--- config.mk ---
export PLATFORM = sky130hd
export DESIGN_NAME = col_frame_collector_flat
export DESIGN_NICKNAME = d
export VERILOG_FILES = /design/src/rtl/col_frame_collector_if.sv /design/src/rtl/col_frame_collector.sv /design/src/flat_wrapper.sv
export SDC_FILE = /design/constraint.sdc
export NUM_CORES = 1
export LEC_CHECK = 0
export CORE_MARGIN = 2
export CORE_UTILIZATION = 40
export CTS_BUF_LIST = sky130_fd_sc_hd__clkbuf_4 sky130_fd_sc_hd__clkbuf_8
export CTS_CLUSTER_DIAMETER = 50
export DETAILED_ROUTE_END_ITERATION = 6
export GPL_ROUTABILITY_DRIVEN = 0
export SYNTH_ARGS = -nofsm -noshare
export SYNTH_HDL_FRONTEND = slang
export SYNTH_SLANG_ARGS = --single-unit
--- constraint.sdc ---
create_clock -name CLK -period 3.6 [get_ports CLK]
set_input_delay 0.72 -clock CLK [delete_from_list [all_inputs] [get_ports CLK]]
set_output_delay 0.72 -clock CLK [all_outputs]
set_load 0.01 [all_outputs]
--- src/rtl/col_frame_collector_if.sv ---
// Output stream of the column frame collector: one entry per column,
// transferred on out_valid && out_ready.
interface col_frame_collector_if #(
    parameter int CNT_COL      = 4,
    parameter int BITS_SIG_TDC = 16
);
    logic                    out_valid;
    logic                    out_ready;
    logic [CNT_COL-1:0]      out_col;
    logic [BITS_SIG_TDC-1:0] out_tdc;
    logic                    out_hit;
    logic                    out_last;

    modport master (
        output out_valid, out_col, out_tdc, out_hit, out_last,
        input  out_ready
    );

    modport slave (
        input  out_valid, out_col, out_tdc, out_hit, out_last,
        output out_ready
    );
endinterface

--- src/rtl/col_frame_collector.sv ---
// Double-banked column frame collector. One bank captures the first TDC
// sample per column for the current frame while the other bank is drained
// column by column over a valid/ready stream.
//
// Handshake: an entry moves when out_valid && out_ready at a rising edge.
// Once out_valid is high the entry fields stay stable and out_valid stays
// high until that transfer happens.
module col_frame_collector #(
    parameter int NUM_COL      = 16,
    parameter int CNT_COL      = 4,
    parameter int BITS_SIG_TDC = 16,
    parameter int PART_COLS    = 4
) (
    input  logic                    CLK,
    input  logic                    rst,
    input  logic                    flag_col,
    input  logic [CNT_COL-1:0]      cnt_column_sys,
    input  logic                    finish_frame,
    input  logic                    part_work,
    input  logic                    tdc_valid,
    input  logic [BITS_SIG_TDC-1:0] tdc_data,
    col_frame_collector_if.master   o_stream,
    output logic                    busy,
    output logic [15:0]             frame_cnt,
    output logic [7:0]              overrun_cnt
);
    typedef enum logic {ST_IDLE, ST_SEND} state_t;

    localparam logic [31:0] LEN_FULL = 32'(NUM_COL);
    localparam logic [31:0] LEN_PART = 32'(PART_COLS);

    state_t                  r_state;
    state_t                  w_state_nxt;
    logic                    r_act;       // 0 = bank A collects, 1 = bank B collects
    logic                    r_part_act;  // length select of the collecting bank
    logic                    r_part_drn;  // length select of the draining bank
    logic [NUM_COL-1:0]      r_hit [2];
    logic [BITS_SIG_TDC-1:0] r_data [2][NUM_COL];
    logic [CNT_COL-1:0]      r_idx;
    logic [15:0]             r_frame_cnt;
    logic [7:0]              r_overrun_cnt;

    logic                    w_drn;
    logic                    w_swap;
    logic                    w_overrun;
    logic                    w_xfer;
    logic                    w_last_xfer;
    logic                    w_is_last;
    logic [31:0]             w_len_drn;
    logic [31:0]             w_cap_len;
    logic                    w_cap;
    logic                    w_first;
    logic                    w_wr_bank;
    logic                    w_valid;
    logic                    w_last;
    logic                    w_hit;
    logic [CNT_COL-1:0]      w_col;
    logic [BITS_SIG_TDC-1:0] w_tdc;
    logic                    w_unused_flag;

    // flag_col is a scanner status strobe only; storage ignores it.
    assign w_unused_flag = flag_col;

    assign w_drn       = ~r_act;
    assign w_swap      = finish_frame && (r_state == ST_IDLE);
    assign w_overrun   = finish_frame && (r_state == ST_SEND);
    assign w_xfer      = (r_state == ST_SEND) && o_stream.out_ready;
    assign w_len_drn   = r_part_drn ? LEN_PART : LEN_FULL;
    assign w_is_last   = (32'(r_idx) == (w_len_drn - 32'd1));
    assign w_last_xfer = w_xfer && w_is_last;

    // A sample coinciding with finish_frame belongs to the next frame, so it
    // is judged against the newly latched length and lands in the bank that
    // collects from the next cycle on (always freshly cleared).
    assign w_cap_len = (finish_frame ? part_work : r_part_act) ? LEN_PART : LEN_FULL;
    assign w_cap     = tdc_valid && (32'(cnt_column_sys) < w_cap_len);
    assign w_first   = finish_frame || !r_hit[r_act][cnt_column_sys];
    assign w_wr_bank = w_swap ? w_drn : r_act;

    // Drain FSM state register.
    always_ff @(posedge CLK or posedge rst) begin
        if (rst) r_state <= ST_IDLE;
        else     r_state <= w_state_nxt;
    end

    // Drain FSM next state and stream outputs.
    always_comb begin
        w_state_nxt = r_state;
        w_valid     = 1'b0;
        w_last      = 1'b0;
        w_hit       = 1'b0;
        w_col       = '0;
        w_tdc       = '0;
        case (r_state)
            ST_IDLE: begin
                if (finish_frame) w_state_nxt = ST_SEND;
            end
            ST_SEND: begin
                w_valid = 1'b1;
                w_col   = r_idx;
                w_hit   = r_hit[w_drn][r_idx];
                w_tdc   = w_hit ? r_data[w_drn][r_idx] : '0;
                w_last  = w_is_last;
                if (w_last_xfer) w_state_nxt = ST_IDLE;
            end
            default: w_state_nxt = ST_IDLE;
        endcase
    end

    assign o_stream.out_valid = w_valid;
    assign o_stream.out_col   = w_col;
    assign o_stream.out_tdc   = w_tdc;
    assign o_stream.out_hit   = w_hit;
    assign o_stream.out_last  = w_last;
    assign busy               = (r_state == ST_SEND);
    assign frame_cnt          = r_frame_cnt;
    assign overrun_cnt        = r_overrun_cnt;

    // Column pointer of the entry being drained.
    always_ff @(posedge CLK or posedge rst) begin
        if (rst)              r_idx <= '0;
        else if (w_last_xfer) r_idx <= '0;
        else if (w_xfer)      r_idx <= r_idx + 1'b1;
    end

    // Bank roles and per-bank frame lengths.
    always_ff @(posedge CLK or posedge rst) begin
        if (rst) begin
            r_act      <= 1'b0;
            r_part_act <= 1'b0;
            r_part_drn <= 1'b0;
        end else if (finish_frame) begin
            if (w_swap) begin
                r_act      <= ~r_act;
                r_part_drn <= r_part_act;
            end
            r_part_act <= part_work;
        end
    end

    // Hit bits: cleared when a bank starts a frame or finishes draining;
    // the capture write comes last so a boundary sample survives the clear.
    always_ff @(posedge CLK or posedge rst) begin
        if (rst) begin
            r_hit[0] <= '0;
            r_hit[1] <= '0;
        end else begin
            if (w_swap)      r_hit[w_drn] <= '0;
            if (w_overrun)   r_hit[r_act] <= '0;
            if (w_last_xfer) r_hit[w_drn] <= '0;
            if (w_cap && w_first) r_hit[w_wr_bank][cnt_column_sys] <= 1'b1;
        end
    end

    // Sample storage; contents are qualified by the hit bits, so no reset.
    always_ff @(posedge CLK) begin
        if (w_cap && w_first) r_data[w_wr_bank][cnt_column_sys] <= tdc_data;
    end

    // Drained-frame and dropped-frame counters.
    always_ff @(posedge CLK or posedge rst) begin
        if (rst) begin
            r_frame_cnt   <= '0;
            r_overrun_cnt <= '0;
        end else begin
            if (w_last_xfer) r_frame_cnt <= r_frame_cnt + 16'd1;
            if (w_overrun && (r_overrun_cnt != 8'hFF)) r_overrun_cnt <= r_overrun_cnt + 8'd1;
        end
    end
endmodule

--- src/flat_wrapper.sv ---
// flat-port wrapper written by rule: the top's interface ports become plain ports
module col_frame_collector_flat 
#(
    parameter int NUM_COL      = 16,
    parameter int CNT_COL      = 4,
    parameter int BITS_SIG_TDC = 16,
    parameter int PART_COLS    = 4
)
  (CLK, rst, flag_col, cnt_column_sys, finish_frame, part_work, tdc_valid, tdc_data, busy, frame_cnt, overrun_cnt, o_stream_out_valid, o_stream_out_col, o_stream_out_tdc, o_stream_out_hit, o_stream_out_last, o_stream_out_ready);
  col_frame_collector_if #(.CNT_COL(CNT_COL), .BITS_SIG_TDC(BITS_SIG_TDC)) o_stream_i ();
  input  logic CLK;
  input  logic rst;
  input  logic flag_col;
  input  logic [CNT_COL-1:0] cnt_column_sys;
  input  logic finish_frame;
  input  logic part_work;
  input  logic tdc_valid;
  input  logic [BITS_SIG_TDC-1:0] tdc_data;
  output logic busy;
  output logic [15:0] frame_cnt;
  output logic [7:0] overrun_cnt;
  output wire logic [$bits(o_stream_i.out_valid)-1:0] o_stream_out_valid;
  output wire logic [$bits(o_stream_i.out_col)-1:0] o_stream_out_col;
  output wire logic [$bits(o_stream_i.out_tdc)-1:0] o_stream_out_tdc;
  output wire logic [$bits(o_stream_i.out_hit)-1:0] o_stream_out_hit;
  output wire logic [$bits(o_stream_i.out_last)-1:0] o_stream_out_last;
  input wire logic [$bits(o_stream_i.out_ready)-1:0] o_stream_out_ready;
  assign o_stream_out_valid = o_stream_i.out_valid;
  assign o_stream_out_col = o_stream_i.out_col;
  assign o_stream_out_tdc = o_stream_i.out_tdc;
  assign o_stream_out_hit = o_stream_i.out_hit;
  assign o_stream_out_last = o_stream_i.out_last;
  assign o_stream_i.out_ready = o_stream_out_ready;
  col_frame_collector #(.NUM_COL(NUM_COL), .CNT_COL(CNT_COL), .BITS_SIG_TDC(BITS_SIG_TDC), .PART_COLS(PART_COLS)) u_core (.CLK(CLK), .rst(rst), .flag_col(flag_col), .cnt_column_sys(cnt_column_sys), .finish_frame(finish_frame), .part_work(part_work), .tdc_valid(tdc_valid), .tdc_data(tdc_data), .o_stream(o_stream_i), .busy(busy), .frame_cnt(frame_cnt), .overrun_cnt(overrun_cnt));
endmodule
==> impl_metrics.sql <==
INSERT INTO impl_metrics (metric_group, metric, value, unit) VALUES
('placement', 'io_buffers', '73', ''),
('status', 'failing_checks', 'setup timing', ''),
('timing', 'slew-limit-headroom', '17.4', '%'),
('layout', 'post-route-cell-area', '28100', 'sq um'),
('timing', 'finalClockSkew', '44.5', 'ps'),
('critical_path', 'crit_type', 'reg -> out', ''),
('clock_network', 'clock-root-buffer', 'clkbuf_8', ''),
('critical_path', 'r2r_setup_slack', '640', 'ps'),
('critical_path', 'r2r_cells', '9', ''),
('clock_network', 'cts_tree', 'done', ''),
('status', 'run_status', 'complete, but fails checks', ''),
('route', 'drt-pass1-iter-count', '5', ''),
('critical_path', 'reg2reg_to', 'u_core.r_data[1][86]', ''),
('floorplan', 'count_of_pins_on_the_block_boundary', '75', ''),
('logic_synthesis', 'synth-edff-count', '512', ''),
('global_route', 'grt_max_degree', '51', ''),
('clock_network', 'ctsHtreeMaxLevel', '3', ''),
('route', 'wire_length_after_detailed_routing', '55200', 'microns'),
('critical_path', 'timing.critical_path.slowest_stage_cell', 'dfrtp_4', ''),
('flow_run', 'timing.max_cap.violations', '0', ''),
('critical_path', 'cp_cell_sequence', 'buf_4 > mux4_2 > mux2_4 > or3_4 > and4_4 > buf_6 > o21a_1 > buf_2', ''),
('placement', 'dpl-instance-area', '25600', 'sq um'),
('critical_path', 'worst_setup_path_endpoint', 'o_stream_out_tdc[2]', ''),
('floorplan', 'floorplan.initialDensity', '40.2', '%'),
('logic_synthesis', 'postSynthAreaPerCell', '19.6', 'sq um'),
('global_route', 'groute.usage.overall', '18.6', '%'),
('placement', 'dp_hpwl', '31300', 'microns'),
('clock_network', 'cts_inserted_buffers', '96', ''),
('floorplan', 'core-area', '57500', 'sq um'),
('floorplan', 'die_outline_area', '59800', 'sq um'),
('timing', 'timing_max_transition_violations_final', '0', ''),
('critical_path', 'critical_path.reg2reg.startpoint', 'u_core.r_act', ''),
('global_route', 'gr-total-overflow', '0', ''),
('logic_synthesis', 'ys_seq_elements', '576', ''),
('layout', 'area_delta_synth_final', '21.6', '%'),
('global_route', 'grt_antenna_before_repair', '1', ''),
('power', 'finalPower', '20.4', 'mW'),
('critical_path', 'crit_path_max_incr_delay', '500', 'ps'),
('logic_synthesis', 'synth-warning-count', '0', ''),
('critical_path', 'timing.critical_path.from', 'u_core.r_act', ''),
('floorplan', 'die-height', '244', 'microns'),
('logic_synthesis', 'ys_seq_area_share', '73.4', '%'),
('critical_path', 'setup.worst_path.end_class', 'output port', ''),
('critical_path', 'worstPathArrival', '2970', 'ps'),
('power', 'power.density', '727', 'nW/um^2'),
('timing', 'timing.final.crit_share', '102', '%'),
('logic_synthesis', 'ys_dominant_reg_cell', 'edfxtp_1', ''),
('layout', 'layout-drive-gt1-share', '35.1', '%'),
('critical_path', 'crit_fanout', '5', ''),
('critical_path', 'critical_path.startpoint_type', 'flop', ''),
('timing', 'setup_tns', '-455', 'ps'),
('floorplan', 'floorplan.die.width', '244', 'microns'),
('logic_synthesis', 'top_cells_by_area_in_the_synthesized_netlist', 'edfxtp_1, mux4_2, dfrtp_1', ''),
('logic_synthesis', 'synth_nets', '1211', ''),
('timing', 'final_hold_viol_count', '0', ''),
('timing', 'final_setup_viols', '11', ''),
('route', 'detailedRoute.firstIterationViolations', '951', ''),
('timing', 'worst_pin_slew', '1240', 'ps'),
('route', 'drtAntennaViolNets', '0', ''),
('logic_synthesis', 'yosysTopAreaCellShare', '66.5', '%'),
('clock_network', 'cts_stage_hold_buffer_count', '0', ''),
('critical_path', 'worstPathRequired', '2880', 'ps'),
('clock_network', 'clk_pin_slew_worst_paths', '60', 'ps'),
('timing', 'setup_slack', '-85.8', 'ps'),
('logic_synthesis', 'synth_area_leader_cell', 'edfxtp_1', ''),
('layout', 'final_nets', '1447', ''),
('timing', 'final_period_minus_worst_setup_slack', '3690', 'ps'),
('power', 'power.ir.vdd_worst', '390', 'uV'),
('timing', 'achievable-frequency', '0.271', 'GHz'),
('floorplan', 'rows', '88', ''),
('route', 'drc', '0', '');
[per-layer routing]
layer	vias to the layer above	GRT usage [%]	wire (microns)
met5	-	0	0
met4	0	5.20	989
met3	74	4.57	4280
met2	476	27.5	24900
met1	6452	27.5	25000
li1	5276	-	-
[final cells by class]
class,instances,area [sq um]
Inverter,7,26.3
Sequential cell,576,17000
Fill cell,4811,29300
Tap cell,765,957
Antenna cell,1,2.50
Timing Repair Buffer,203,2220
Clock buffer,135,1630
Multi-Input combinational cell,533,6090
Clock inverter,34,219
[worst max-delay path: cells and delay by family, from the launching register on]
family / cells / cell delay (ps)
compound gates: 1 / 150
buf+inv: 3 / 470
simple gates: 2 / 600
flops: 1 / 500
mux: 2 / 560
[cell usage in the layout, fill, tap and decap left out, types with 12 or more instances in the layout]
| cell type | count |
|---|---|
| edfxtp_1 | 512 |
| mux4_2 | 135 |
| clkbuf_8 | 98 |
| buf_4 | 85 |
| nand2_1 | 79 |
| dfrtp_1 | 60 |
| clkdlybuf4s50_1 | 56 |
| mux2i_1 | 54 |
| clkbuf_4 | 37 |
| o21ai_1 | 32 |
| nor2_2 | 32 |
| o22ai_1 | 26 |
| buf_12 | 26 |
| clkinv_1 | 22 |
| o21a_1 | 13 |
| mux2i_2 | 13 |
| xor2_1 | 12 |
| buf_2 | 12 |
[registers in the layout, indices dropped and copies added, names as in the netlist]
| name | flops |
|---|---|
| u_core.busy | 1 |
| u_core.r_data | 512 |
| u_core.r_hit | 32 |
| u_core.r_part_drn | 1 |
| u_core.overrun_cnt | 8 |
| u_core.r_act | 1 |
| u_core.r_idx | 4 |
| u_core.frame_cnt | 16 |
| u_core.r_part_act | 1 |
[how the worst min path moves through the flow]
| stage | slack (ps) | endpoint | depth (start not counted) |
|---|---|---|---|
| 6_report | 460 | u_core.frame_cnt[15] | 1 |
| 5_1_grt | 480 | u_core.frame_cnt[15] | 1 |
| 4_1_cts | 470 | u_core.frame_cnt[15] | 1 |
| 3_5_place_dp | 460 | u_core.frame_cnt[15] | 1 |
| 3_3_place_gp | 450 | u_core.frame_cnt[15] | 1 |
| 2_1_floorplan | 460 | u_core.r_hit[24] | 2 |
[cell families after synthesis]
logic type               synth area share, %
XOR/XNOR                                1.06
multiplexers                            17.2
AND/OR/NAND/NOR                         3.65
buffers and inverters                   1.76
adder cells (fa/ha/maj)                0.162
AO/OA/AOI/OAI                           2.74
flip-flops                              73.4
[Yosys cell counts (all sizes together), types with 6 or more instances]
library cell	instances
and2	6
and3	10
buf	40
clkbuf	26
dfrtp	64
edfxtp	512
inv	7
mux2	13
mux2i	76
mux4	136
nand2	79
nand3	12
nor2	43
nor3	6
o21a	16
o21ai	35
o22ai	35
xnor2	12
xor2	13
[per-stage QoR]
stage               cells  util (%)
floorplan            1181         -
global placement     2051      44.5
detailed placement   2051      44.5
CTS                  2234      48.2
global route         2254      48.9
finish               2254      48.9
[where the power goes]
group	total (mW)	internal, mW	switching, mW
Sequential	7.68	7.50	0.181
Combinational	7.19	3.64	3.55
Clock	5.58	2.94	2.63
Total	20.4	14.1	6.37
[repair_timing]
action | CTS | global route
setup endpoints to repair | 17 | 17
gates cloned | 3 | 6
buffers inserted | 11 | 13
pin swaps | 4 | 4
gates resized for setup | 109 | 33
Power figures use the tool's default switching activity.
